### config.mk
export PLATFORM = sky130hd
export DESIGN_NAME = instr_fetch
export DESIGN_NICKNAME = d
export VERILOG_FILES = /design/src/rtl/instr_fetch.sv
export SDC_FILE = /design/constraint.sdc
export NUM_CORES = 1
export LEC_CHECK = 0
export CORE_ASPECT_RATIO = 2
export CORE_MARGIN = 1.5
export CORE_UTILIZATION = 40
export CTS_BUF_LIST = sky130_fd_sc_hd__clkbuf_2
export CTS_CLUSTER_SIZE = 14
export DETAILED_ROUTE_END_ITERATION = 12
export PLACE_DENSITY = 0.74
export SKIP_LAST_GASP = 1
export SLEW_MARGIN = 25
export SYNTH_ARGS = -nofsm -noshare
export SYNTH_HDL_FRONTEND = slang
export SYNTH_SLANG_ARGS = --single-unit
### constraint.sdc
create_clock -name clk -period 5.1 [get_ports clk]
set_clock_uncertainty 0.2 [all_clocks]
set_input_delay 1.02 -clock clk [delete_from_list [all_inputs] [get_ports clk]]
set_output_delay 1.02 -clock clk [all_outputs]
set_load 0.05 [all_outputs]
### src/rtl/instr_fetch.sv
// Fetch stage of the 9-bit core: owns the PC, registers ROM data into a one-deep fetch register.
// Optional active-cycle counter is enabled by defining FETCH_CYCLE_COUNT_EN.
module instr_fetch #(
  parameter int unsigned  A         = 10,
  parameter int unsigned  W         = 9,
  parameter logic [W-1:0] HALT_WORD = 9'h1FF,
  parameter logic [A-1:0] START_PC  = '0
) (
  input  logic         clk,
  input  logic         rst_n,
  input  logic         start,
  input  logic         stall,
  input  logic         branch_taken,
  input  logic [A-1:0] branch_target,
  input  logic [W-1:0] instr_in,
  output logic [A-1:0] instr_address,
  output logic [W-1:0] instr_q,
  output logic         instr_valid,
  output logic [A-1:0] pc_q,
  output logic         done,
  output logic [15:0]  cycle_count
);

  localparam logic [1:0] S_IDLE = 2'd0;
  localparam logic [1:0] S_RUN  = 2'd1;
  localparam logic [1:0] S_HALT = 2'd2;

  logic [1:0]   state_q, state_d;
  logic [A-1:0] addr_q, addr_d;
  logic [A-1:0] pc_d;
  logic [W-1:0] instr_d;
  logic         valid_q, valid_d;

  always_comb begin
    state_d = state_q;
    addr_d  = addr_q;
    pc_d    = pc_q;
    instr_d = instr_q;
    valid_d = valid_q;
    case (state_q)
      S_IDLE: begin
        if (start) begin
          addr_d  = START_PC;
          state_d = S_RUN;
        end
      end
      S_RUN: begin
        if (!stall) begin
          if (branch_taken) begin
            // Flush: the word at the old PC is dropped, so it can never halt us.
            addr_d  = branch_target;
            valid_d = 1'b0;
          end else begin
            instr_d = instr_in;
            pc_d    = addr_q;
            valid_d = 1'b1;
            addr_d  = addr_q + A'(1);
            if (instr_in == HALT_WORD) begin
              state_d = S_HALT;
            end
          end
        end
      end
      S_HALT: begin
        valid_d = 1'b0;
        if (start) begin
          addr_d  = START_PC;
          state_d = S_RUN;
        end
      end
      default: begin
        state_d = S_IDLE;
        valid_d = 1'b0;
      end
    endcase
  end

  always_ff @(posedge clk or negedge rst_n) begin
    if (!rst_n) begin
      state_q <= S_IDLE;
      addr_q  <= '0;
      pc_q    <= '0;
      instr_q <= '0;
      valid_q <= 1'b0;
    end else begin
      state_q <= state_d;
      addr_q  <= addr_d;
      pc_q    <= pc_d;
      instr_q <= instr_d;
      valid_q <= valid_d;
    end
  end

  assign instr_address = addr_q;
  assign instr_valid   = valid_q;
  assign done          = (state_q == S_HALT);

`ifdef FETCH_CYCLE_COUNT_EN
  logic [15:0] cnt_q, cnt_d;

  // Counts RUN cycles (stalls included), saturating; only a real start clears it.
  always_comb begin
    cnt_d = cnt_q;
    if (start && (state_q == S_IDLE || state_q == S_HALT)) begin
      cnt_d = '0;
    end else if (state_q == S_RUN && cnt_q != 16'hFFFF) begin
      cnt_d = cnt_q + 16'd1;
    end
  end

  always_ff @(posedge clk or negedge rst_n) begin
    if (!rst_n) begin
      cnt_q <= '0;
    end else begin
      cnt_q <= cnt_d;
    end
  end

  assign cycle_count = cnt_q;
`else
  assign cycle_count = '0;
`endif

endmodule

==> impl_metrics.ini <==
[synth]
synth_area_per_cell_um2 = 8.63
async_flop_share_pct = 100
netlist_instances = 190
ys_warn_count = 0
ys_types = 33
syn-cell-area_mm2 = 0.00164
synth_ff_type = dfrtp_1
seq_area_frac_synth_pct = 48.8
synth_seq_cells = 32
synth-edff-count = 0

[timing]
tns_ns = 0
fin_ws_ns = 1.90
period_share_pct = 62.7
fmax_ghz = 0.313
slew_violations = 0
rsz0062_at_grt = false
finalSetupViolCount = 0
worstMarginPinSlew_ns = 0.840
finalHoldViolCount = 0
relSlewSlack_pct = 43.8
fin_crit_ns = 3.20

[setup_path]
crit_required_ns = 5.19
r2r-end = instr_address[2]
crit_end = instr_address[2]
critPathArrivalTime_ns = 3.29
crit_top_cell = o21ai_0
critPathSlowestCell = or4b_1
worst_r2r_path_depth = 4
crit_fanout = 23
worstSetupEndpointType = flop
crit_type = input pin to flop
critPathMaxStageDelay_ns = 1.06
cp-startpoint = branch_taken
cp_cell_sequence = clkdlybuf4s50_1 > or4b_1 > nor2_1 > o21ai_0 > o21ai_0
ff2ff_setup_slack_ns = 3.08
start_kind = input pin
rr_startpoint = state_q[1]

[pwr]
p_per_area_mw_per_mm2 = 347
peakVddDrop_v = 0.000241
power_mw = 0.769
cellLeakagePower_nw = 1.02

[clocking]
cts_resized = 0
post_cts_buffers = 0
holdBufCountCts = 0
clockBufferDepth = 2
cts.sink_count = 32
cts.clk_slew.worst_paths_ns = 0.16
ctsRootBufferMaster = clkbuf_2
clk_latency_ns = 0.36
cts_tree = yes
htree_levels = 2
cts_buffers = 5

[placement]
gp_congestion = 0.860
dp_hpwl_um = 2660
dpl_cell_area_mm2 = 0.00215
portBuffers = 54
dp.cells = 287
dpl_worst_slack_ns = 1.52

[cells_and_area]
mostFrequentLayoutCells = 58 x nand2_1, 54 x clkdlybuf4s50_1, 32 x dfrtp_1
fin_nets = 268
layout-drive-gt1-share_pct = 4.51
final_common_cell = nand2_1
instances_no_fill = 295
num_antenna_cells = 0
fin_area_mm2 = 0.00221
area_growth_pct = 34.9

[routing]
wl_per_cell_um = 12.7
post-route-drc-count = 0
vias_per_cell = 5.02
drtPass1Iterations = 4
dr_total_vias = 1481
antenna_left = 0
drt_iter0_markers = 56
routed_wl_um = 3750

[floorplanning]
die_h_um = 93.6
fp.coreArea_mm2 = 0.00388
die_area_mm2 = 0.00452
start_util_pct = 42.2
io_pins = 71
die_x_um = 48.3
num_rows = 32

[grt]
grt-ovfl-total = 0
antenna_found_initial = 0
grt_max_degree = 33
grt_pass1_vias = 1470
grt_pass1_wl_um = 6120
grt.total_usage_pct = 18.6

[min_path]
hold_class = flop to flop

[job]
drv_cap = 0

[status]
outcome = finished clean
[cells in the mapped netlist, types with 2 or more instances]
| master | instances | share of area, % |
|---|---|---|
| or2b_1 | 2 | 0.92 |
| nand3_1 | 5 | 1.5 |
| nand4_1 | 3 | 1.1 |
| dfrtp_1 | 32 | 49 |
| o21ai_0 | 14 | 4.3 |
| nand2b_1 | 2 | 0.76 |
| o21ai_1 | 3 | 0.92 |
| a21oi_1 | 10 | 3.1 |
| buf_2 | 4 | 1.2 |
| nor2_1 | 4 | 0.92 |
| inv_1 | 4 | 0.92 |
| o22ai_1 | 2 | 0.76 |
| nand2_1 | 58 | 13 |
| nor3_1 | 3 | 0.92 |
| nor4_1 | 6 | 2.3 |
| o21a_1 | 4 | 1.8 |
| clkbuf_1 | 2 | 0.46 |
| buf_6 | 2 | 1.4 |
| buf_4 | 16 | 7.3 |
[final cells by class]
cell class | instances | area, µm²
flip-flops and latches | 32 | 801
repair buffers | 56 | 556
clock buffers | 5 | 25.0
well taps | 51 | 63.8
clock inverters | 3 | 37.5
fillers | 373 | 1670
inverters | 4 | 15.0
multi-input cells | 144 | 716
[registers in the layout, indices dropped and copies added, names as in the netlist]
| name | count |
|---|---|
| instr_address | 10 |
| pc_q | 10 |
| instr_q | 9 |
| state_q | 2 |
| instr_valid | 1 |
[how the worst min path moves through the flow]
stage | from | end | slack [ns] | depth (start not counted)
after global routing | pc_q[5] | pc_q[5] | 0.32 | 2
after global placement | pc_q[7] | pc_q[7] | 0.26 | 2
after floorplan | state_q[1] | instr_valid | 0.28 | 1
after detailed placement | instr_q[5] | instr_q[5] | 0.26 | 2
after CTS | pc_q[7] | pc_q[7] | 0.30 | 2
final | pc_q[7] | pc_q[7] | 0.29 | 2
[where the power goes]
| part | internal, mW | leakage [nW] | total [mW] | switching (mW) |
|---|---|---|---|---|
| Clock | 0.0801 | 0.0380 | 0.165 | 0.0853 |
| Sequential | 0.285 | 0.401 | 0.314 | 0.0289 |
| Combinational | 0.0926 | 0.583 | 0.289 | 0.196 |
| Total | 0.458 | 1.02 | 0.769 | 0.311 |
[logic make-up (layout without fill, tap and decap cells)]
family,after synthesis,in the layout,share of synthesized area (%)
compound gates,36,36,12.3
fa+ha+maj,1,1,0.763
buf+inv,29,68,11.5
flops,32,32,48.8
mux,1,1,0.686
other cells,1,16,0.229
simple gates,90,90,25.7
[metrics by stage]
| stage | util [%] | hold slack [ns] |
|---|---|---|
| 2_1_floorplan | - | 0.282 |
| 3_3_place_gp | 55.4 | 0.258 |
| 3_5_place_dp | 55.4 | 0.261 |
| 4_1_cts | 57.0 | 0.299 |
| 5_1_grt | 57.0 | 0.323 |
| 6_report | 57.0 | 0.295 |
[critical path, delay by kind of cell]
family	cells	cell delay, ns
simple gates	2	1.24
buf+inv	1	0.84
compound gates	2	0.17
[metal layers]
| metal | global-route usage [%] | wire length, µm |
|---|---|---|
| met1 | 21.4 | 1430 |
| met2 | 30.5 | 2000 |
| met3 | 5.41 | 272 |
| met4 | 7.21 | 55 |
| met5 | 0 | 0 |
Power figures use the tool's default switching activity.
